**src/rtl/idli_pkg.sv**
```systemverilog
// Shared types for the instruction buffer: nibble type, issue FSM states and beats per instruction.
package idli_pkg;

    localparam int IBUF_BEATS = 4;

    typedef logic [3:0] nibble_t;

    typedef enum logic [1:0] {
        ST_IDLE,
        ST_BEAT1,
        ST_BEAT2,
        ST_BEAT3
    } ibuf_state_t;

endpackage

```
**src/rtl/idli_ibuf_if.sv**
```systemverilog
// Nibble handshake between the memory interface (master) and the instruction buffer (slave).
interface idli_ibuf_if;
    import idli_pkg::*;

    nibble_t i_ibuf_sqi;
    logic    i_ibuf_sqi_vld;
    logic    o_ibuf_sqi_rdy;

    modport master (output i_ibuf_sqi, output i_ibuf_sqi_vld, input  o_ibuf_sqi_rdy);
    modport slave  (input  i_ibuf_sqi, input  i_ibuf_sqi_vld, output o_ibuf_sqi_rdy);
endinterface

```
**src/rtl/idli_nibble_fifo_m.sv**
```systemverilog
// Circular nibble FIFO with wrap-bit pointers; i_clr drops everything left after this cycle's pop.
module idli_nibble_fifo_m
    import idli_pkg::*;
#(
    parameter int DEPTH = 8
) (
    input  logic                     i_clk,
    input  logic                     i_rst_n,
    input  logic                     i_push,
    input  nibble_t                  i_wdata,
    input  logic                     i_pop,
    input  logic                     i_clr,
    output nibble_t                  o_head,
    output logic [$clog2(DEPTH):0]   o_count
);
    localparam int AW = $clog2(DEPTH);

    nibble_t       mem_q [DEPTH];
    logic [AW:0]   wr_ptr_q, wr_ptr_d;
    logic [AW:0]   rd_ptr_q, rd_ptr_d;

    always_comb begin
        rd_ptr_d = rd_ptr_q + {{AW{1'b0}}, i_pop};
        wr_ptr_d = wr_ptr_q + {{AW{1'b0}}, i_push};
        if (i_clr) begin
            wr_ptr_d = rd_ptr_d;
        end
    end

    always_ff @(posedge i_clk or negedge i_rst_n) begin
        if (!i_rst_n) begin
            wr_ptr_q <= '0;
            rd_ptr_q <= '0;
        end else begin
            wr_ptr_q <= wr_ptr_d;
            rd_ptr_q <= rd_ptr_d;
        end
    end

    // Storage is data only and needs no reset.
    always_ff @(posedge i_clk) begin
        if (i_push) begin
            mem_q[wr_ptr_q[AW-1:0]] <= i_wdata;
        end
    end

    assign o_head  = mem_q[rd_ptr_q[AW-1:0]];
    assign o_count = wr_ptr_q - rd_ptr_q;

endmodule

```
**src/rtl/idli_ibuf_m.sv**
```systemverilog
// Instruction buffer: queues nibbles and issues 4-beat instructions with PC tracking and flush.
// Optional starvation counter enabled by defining IDLI_IBUF_STARVE_CNT_EN.
module idli_ibuf_m
    import idli_pkg::*;
#(
    parameter int DEPTH = 8
) (
    input  logic          i_dcd_gck,
    input  logic          i_dcd_rst_n,
    idli_ibuf_if.slave    sqi_if,
    input  logic          i_ibuf_stall,
    input  logic          i_ibuf_flush,
    input  logic [15:0]   i_ibuf_flush_pc,
    output nibble_t       o_ibuf_enc,
    output logic          o_ibuf_enc_vld,
    output logic [15:0]   o_ibuf_pc,
    output logic [15:0]   o_ibuf_starve_cnt
);
    localparam int          AW        = $clog2(DEPTH);
    localparam logic [AW:0] FULL_CNT  = (AW+1)'(DEPTH);
    localparam logic [AW:0] BEATS_CNT = (AW+1)'(IBUF_BEATS);

    if (DEPTH < 8 || (DEPTH & (DEPTH - 1)) != 0) begin : g_bad_depth
        $error("idli_ibuf_m: DEPTH must be a power of two and at least 8");
    end

    ibuf_state_t  state_q, state_d;
    logic [15:0]  pc_q, pc_d;
    logic [15:0]  out_pc_q, out_pc_d;
    logic         fl_pend_q, fl_pend_d;
    logic [15:0]  fl_pc_q, fl_pc_d;

    nibble_t      head;
    logic [AW:0]  count;
    logic         idle, last, start, beat, push, apply_fl;
    logic [15:0]  fl_tgt;

    idli_nibble_fifo_m #(.DEPTH(DEPTH)) u_fifo (
        .i_clk   (i_dcd_gck),
        .i_rst_n (i_dcd_rst_n),
        .i_push  (push),
        .i_wdata (sqi_if.i_ibuf_sqi),
        .i_pop   (beat),
        .i_clr   (apply_fl),
        .o_head  (head),
        .o_count (count)
    );

    always_comb begin
        idle     = (state_q == ST_IDLE);
        last     = (state_q == ST_BEAT3);
        start    = idle && (count >= BEATS_CNT) && !i_ibuf_stall && !i_ibuf_flush && !fl_pend_q;
        beat     = start || !idle;
        // A flush raised during beats waits for BEAT3; one arriving in BEAT3 itself takes effect there.
        apply_fl = (idle && i_ibuf_flush) || (last && (i_ibuf_flush || fl_pend_q));
        fl_tgt   = i_ibuf_flush ? i_ibuf_flush_pc : fl_pc_q;
        push     = sqi_if.i_ibuf_sqi_vld && sqi_if.o_ibuf_sqi_rdy && !i_ibuf_flush && !fl_pend_q;

        state_d = state_q;
        case (state_q)
            ST_IDLE:  if (start) state_d = ST_BEAT1;
            ST_BEAT1: state_d = ST_BEAT2;
            ST_BEAT2: state_d = ST_BEAT3;
            ST_BEAT3: state_d = ST_IDLE;
            default:  state_d = ST_IDLE;
        endcase

        pc_d     = pc_q;
        out_pc_d = out_pc_q;
        if (start) begin
            out_pc_d = pc_q;
            pc_d     = pc_q + 16'd1;
        end
        if (apply_fl) begin
            pc_d = fl_tgt;
        end

        fl_pend_d = fl_pend_q;
        fl_pc_d   = fl_pc_q;
        if (last) begin
            fl_pend_d = 1'b0;
        end else if (!idle && i_ibuf_flush) begin
            fl_pend_d = 1'b1;
            fl_pc_d   = i_ibuf_flush_pc;
        end
    end

    always_ff @(posedge i_dcd_gck or negedge i_dcd_rst_n) begin
        if (!i_dcd_rst_n) begin
            state_q   <= ST_IDLE;
            pc_q      <= '0;
            out_pc_q  <= '0;
            fl_pend_q <= 1'b0;
            fl_pc_q   <= '0;
        end else begin
            state_q   <= state_d;
            pc_q      <= pc_d;
            out_pc_q  <= out_pc_d;
            fl_pend_q <= fl_pend_d;
            fl_pc_q   <= fl_pc_d;
        end
    end

    assign sqi_if.o_ibuf_sqi_rdy = (count < FULL_CNT);
    assign o_ibuf_enc            = beat ? head : 4'h0;
    assign o_ibuf_enc_vld        = beat;
    assign o_ibuf_pc             = out_pc_q;

`ifdef IDLI_IBUF_STARVE_CNT_EN
    logic [15:0] starve_q, starve_d;

    always_comb begin
        starve_d = starve_q;
        if (i_ibuf_flush) begin
            starve_d = '0;
        end else if (idle && (count < BEATS_CNT) && !i_ibuf_stall && (starve_q != 16'hFFFF)) begin
            starve_d = starve_q + 16'd1;
        end
    end

    always_ff @(posedge i_dcd_gck or negedge i_dcd_rst_n) begin
        if (!i_dcd_rst_n) begin
            starve_q <= '0;
        end else begin
            starve_q <= starve_d;
        end
    end

    assign o_ibuf_starve_cnt = starve_q;
`else
    assign o_ibuf_starve_cnt = 16'h0000;
`endif

endmodule

```
**src/flat_wrapper.sv**
```systemverilog
// flat-port wrapper written by rule: the top's interface ports become plain ports
module idli_ibuf_m_flat import idli_pkg::*;
#(
    parameter int DEPTH = 8
)
  (i_dcd_gck, i_dcd_rst_n, i_ibuf_stall, i_ibuf_flush, i_ibuf_flush_pc, o_ibuf_enc, o_ibuf_enc_vld, o_ibuf_pc, o_ibuf_starve_cnt, sqi_if_i_ibuf_sqi, sqi_if_i_ibuf_sqi_vld, sqi_if_o_ibuf_sqi_rdy);
  idli_ibuf_if sqi_if_i ();
  input  logic i_dcd_gck;
  input  logic i_dcd_rst_n;
  input  logic i_ibuf_stall;
  input  logic i_ibuf_flush;
  input  logic [15:0] i_ibuf_flush_pc;
  output nibble_t o_ibuf_enc;
  output logic o_ibuf_enc_vld;
  output logic [15:0] o_ibuf_pc;
  output logic [15:0] o_ibuf_starve_cnt;
  input wire logic [$bits(sqi_if_i.i_ibuf_sqi)-1:0] sqi_if_i_ibuf_sqi;
  input wire logic [$bits(sqi_if_i.i_ibuf_sqi_vld)-1:0] sqi_if_i_ibuf_sqi_vld;
  output wire logic [$bits(sqi_if_i.o_ibuf_sqi_rdy)-1:0] sqi_if_o_ibuf_sqi_rdy;
  assign sqi_if_i.i_ibuf_sqi = sqi_if_i_ibuf_sqi;
  assign sqi_if_i.i_ibuf_sqi_vld = sqi_if_i_ibuf_sqi_vld;
  assign sqi_if_o_ibuf_sqi_rdy = sqi_if_i.o_ibuf_sqi_rdy;
  idli_ibuf_m #(.DEPTH(DEPTH)) u_core (.i_dcd_gck(i_dcd_gck), .i_dcd_rst_n(i_dcd_rst_n), .sqi_if(sqi_if_i), .i_ibuf_stall(i_ibuf_stall), .i_ibuf_flush(i_ibuf_flush), .i_ibuf_flush_pc(i_ibuf_flush_pc), .o_ibuf_enc(o_ibuf_enc), .o_ibuf_enc_vld(o_ibuf_enc_vld), .o_ibuf_pc(o_ibuf_pc), .o_ibuf_starve_cnt(o_ibuf_starve_cnt));
endmodule
```
**config.mk**
```make
export PLATFORM = sky130hd
export DESIGN_NAME = idli_ibuf_m_flat
export DESIGN_NICKNAME = d
export VERILOG_FILES = /design/src/rtl/idli_pkg.sv /design/src/rtl/idli_ibuf_if.sv /design/src/rtl/idli_nibble_fifo_m.sv /design/src/rtl/idli_ibuf_m.sv /design/src/flat_wrapper.sv
export SDC_FILE = /design/constraint.sdc
export NUM_CORES = 1
export LEC_CHECK = 0
export ABC_AREA = 1
export BUFFER_PORTS_ARGS = -buffer_cell sky130_fd_sc_hd__buf_2
export CAP_MARGIN = 10
export CORE_MARGIN = 1.5
export CORE_UTILIZATION = 35
export DETAILED_ROUTE_END_ITERATION = 16
export MAX_ROUTING_LAYER = met4
export PLACE_DENSITY = 0.54
export SLEW_MARGIN = 30
export SYNTH_ARGS = -nofsm -noshare
export SYNTH_HDL_FRONTEND = slang
export SYNTH_SLANG_ARGS = --single-unit
```
**constraint.sdc**
```tcl
create_clock -name i_dcd_gck -period 2.5 [get_ports i_dcd_gck]
set_input_delay 0.5 -clock i_dcd_gck [delete_from_list [all_inputs] [get_ports i_dcd_gck]]
set_output_delay 0.5 -clock i_dcd_gck [all_outputs]
set_load 0.02 [all_outputs]
```
==> flow_metrics.tcl <==
set metrics [dict create \
    synthTopCellsByArea "dfrtp_1 31%, edfxtp_1 20%, nand2_1 14%" \
    skew_ns 0.00822 \
    leakage_nw 2.67 \
    numCtsBuffers 9 \
    synth_edf_count 32 \
    grt_pass1_vias 3686 \
    setup_ws_ns 0.0631 \
    wl_um 10900 \
    hold_viol_final 0 \
    nets 664 \
    grt_start_max_net_pins 60 \
    final_common_cell "nand2_1" \
    routed-wl-met2_um 4760 \
    r2r_end "u_core.pc_q[15]$_DFFE_PN0P_" \
    netlist_area_um2 4750 \
    vias 3769 \
    ys_ff_latch 91 \
    via_per_inst 4.65 \
    fmax_mhz 410 \
    synthCells 577 \
    drv_slew 0 \
    arrival_ns 1.94 \
    min_path_type "input port to async pin" \
    ys_warn_count 0 \
    top_layer "met4" \
    cp-end-kind "output port" \
    slew_headroom 0.478 \
    worstPathRequired_ns 2.00 \
    wl_per_cell_um 13.4 \
    post-place-ws_ns 0.192 \
    cts-root-buf "clkbuf_16" \
    post-route-util 0.423 \
    worstMarginPinSlew_ns 0.783 \
    place_congestion 0.853 \
    worstSkewPairLatency_ns 0.35 \
    core_area_um2 13200 \
    portBuffers 46 \
    finalSetupViolCount 0 \
    grt.total_usage 0.168 \
    post_synth_num_cell_types 34 \
    grt_pass1_wl_um 18200 \
    drtPass1Iterations 4 \
    path_class "flip-flop to output port" \
    tritoncts "yes" \
    r2r-start "u_core.u_fifo.rd_ptr_q[2]$_DFF_PN0_" \
    powerDensity_nw_per_um2 599 \
    timing.setup.tns_ns 0 \
    ant_nets 0 \
    syn2layout_area_growth_pct 18.0 \
    synth_area_per_cell_um2 8.23 \
    place_hpwl_um 7630 \
    synthFlopType "dfrtp_1" \
    num_rows 42 \
    synth_top_area_frac 0.311 \
    cp_max_fo 7 \
    yosys.area.top_type "dfrtp_1" \
    drc 0 \
    crit_path_start_kind "flip-flop" \
    die_y_um 119 \
    drive_gt1_frac 0.170 \
    synth_seq_area_share 0.513 \
    wl_met3_um 541 \
    cap_viol_max_count 0 \
    holdWs_ns 0.312 \
    drt_iter0_markers 256 \
    r2r_setup_slack_ns 0.26 \
    cts_sinks 91 \
    antenna_cells 0 \
    clk_transition_reported_paths_ns 0.07 \
    io_pins 63 \
    async_flop_share 0.648 \
    final_cell_mix "170 x nand2_1, 60 x inv_1, 58 x dfrtp_1, 52 x o21ai_0, 41 x buf_2" \
    rsz0062_at_grt "yes" \
    period_share 0.975 \
    cts_max_path_buffers 2 \
    die_area_um2 14300 \
    start_util 0.359 \
    outcome "completed" \
    overflow 0 \
    antenna_found_initial 0 \
    cts_max_level 3 \
    worst_r2r_path_depth 14 \
    period_minus_slack_ns 2.44 \
    die_w_um 119 \
    ir_drop_uv 289 \
    met1Wirelength_um 5420 \
]
==> stage by stage <==
step           std cells  total power [mW]  cell area [µm²]
3_3_place_gp         787              1.91             5110
6_report             810              3.36             5600
4_1_cts              804              3.39             5470
5_1_grt              810              3.50             5600
3_5_place_dp         787              1.92             5110
2_1_floorplan        592              1.83             4810
==> Yosys cell counts (2+ instances only) <==
cell / number
nand2_1: 173
inv_1: 62
dfrtp_1: 59
o21ai_0: 52
nand3_1: 38
nor2_1: 37
edfxtp_1: 32
a21oi_1: 26
buf_4: 22
o21ai_1: 15
clkbuf_1: 10
ha_1: 10
xor2_1: 6
buf_2: 5
inv_2: 3
nand4_1: 3
o211ai_1: 3
buf_1: 2
nand2_4: 2
nor3_1: 2
xnor2_1: 2
==> per-layer routing <==
metal / up-vias / track usage
met3: 13 / 0.0295
met5: - / -
met2: 92 / 0.239
met4: 0 / 0.0796
met1: 1736 / 0.232
li1: 1928 / -
==> power by group <==
| group | internal (mW) | switching (mW) |
|---|---|---|
| Combinational | 0.0836 | 0.180 |
| Sequential | 1.58 | 0.0469 |
| Clock | 0.880 | 0.587 |
| Total | 2.54 | 0.814 |
==> area by class of cell <==
class | instances | area (µm²)
Sequential cell | 91 | 2440
Clock inverter | 6 | 90.1
Tap cell | 176 | 220
Clock buffer | 10 | 229
Timing Repair Buffer | 66 | 415
Multi-Input combinational cell | 395 | 1960
Fill cell | 1342 | 7640
Inverter | 66 | 248
==> registers in the layout (all words and copies together), names as in the netlist <==
register / count
u_core.pc_q: 16
u_core.u_fifo.rd_ptr_q: 4
u_core.fl_pc_q: 16
u_core.fl_pend_q: 1
u_core.o_ibuf_pc: 16
u_core.u_fifo.mem_q: 32
u_core.u_fifo.wr_ptr_q: 4
u_core.state_q: 2
==> worst max-delay path by stage <==
stage / from / slack, ns / depth (start not counted) / endpoint
6_report: u_core.u_fifo.rd_ptr_q[2]$_DFF_PN0_ / 0.06 / 10 / o_ibuf_enc[1]
5_1_grt: u_core.u_fifo.rd_ptr_q[2]$_DFF_PN0_ / -0.04 / 10 / o_ibuf_enc[0]
4_1_cts: u_core.u_fifo.rd_ptr_q[1]$_DFF_PN0_ / -0.006 / 12 / o_ibuf_enc[2]
3_5_place_dp: u_core.u_fifo.wr_ptr_q[1]$_DFF_PN0_ / 0.19 / 12 / u_core.pc_q[15]$_DFFE_PN0P_
3_3_place_gp: u_core.u_fifo.wr_ptr_q[1]$_DFF_PN0_ / 0.23 / 12 / u_core.pc_q[15]$_DFFE_PN0P_
2_1_floorplan: u_core.u_fifo.rd_ptr_q[1]$_DFF_PN0_ / -0.09 / 17 / u_core.u_fifo.wr_ptr_q[2]$_DFF_PN0_
==> critical path: stages, from the launching register on <==
cell     delay, ns
dfrtp_1       0.39
inv_2         0.11
ha_4          0.23
a21oi_4       0.13
nand2_1       0.07
nand2_1       0.07
nand2_2       0.08
nand2_4       0.10
nand2_8       0.09
a21oi_4       0.18
buf_6         0.13
==> cells by family (layout without fill, tap and decap cells) <==
family,Yosys count,after routing,share of synthesized area
other,1,16,0.000790
buffers and inverters,106,148,0.104
xor gates and xnor gates,8,8,0.0148
muxes,2,2,0.00448
AOI/OAI and AO/OA,98,98,0.106
and+or+nand+nor,261,261,0.231
DFF,91,91,0.513
adders and majority gates,10,10,0.0263
==> what timing repair did <==
item,CTS,global route
hold buffers,0,0
setup buffers,1,6
pin swaps,0,6
hold endpoints to repair,0,0
endpoints found under the setup margin,5,17
gates resized for setup,13,17
(Power assumes the default switching activity.)
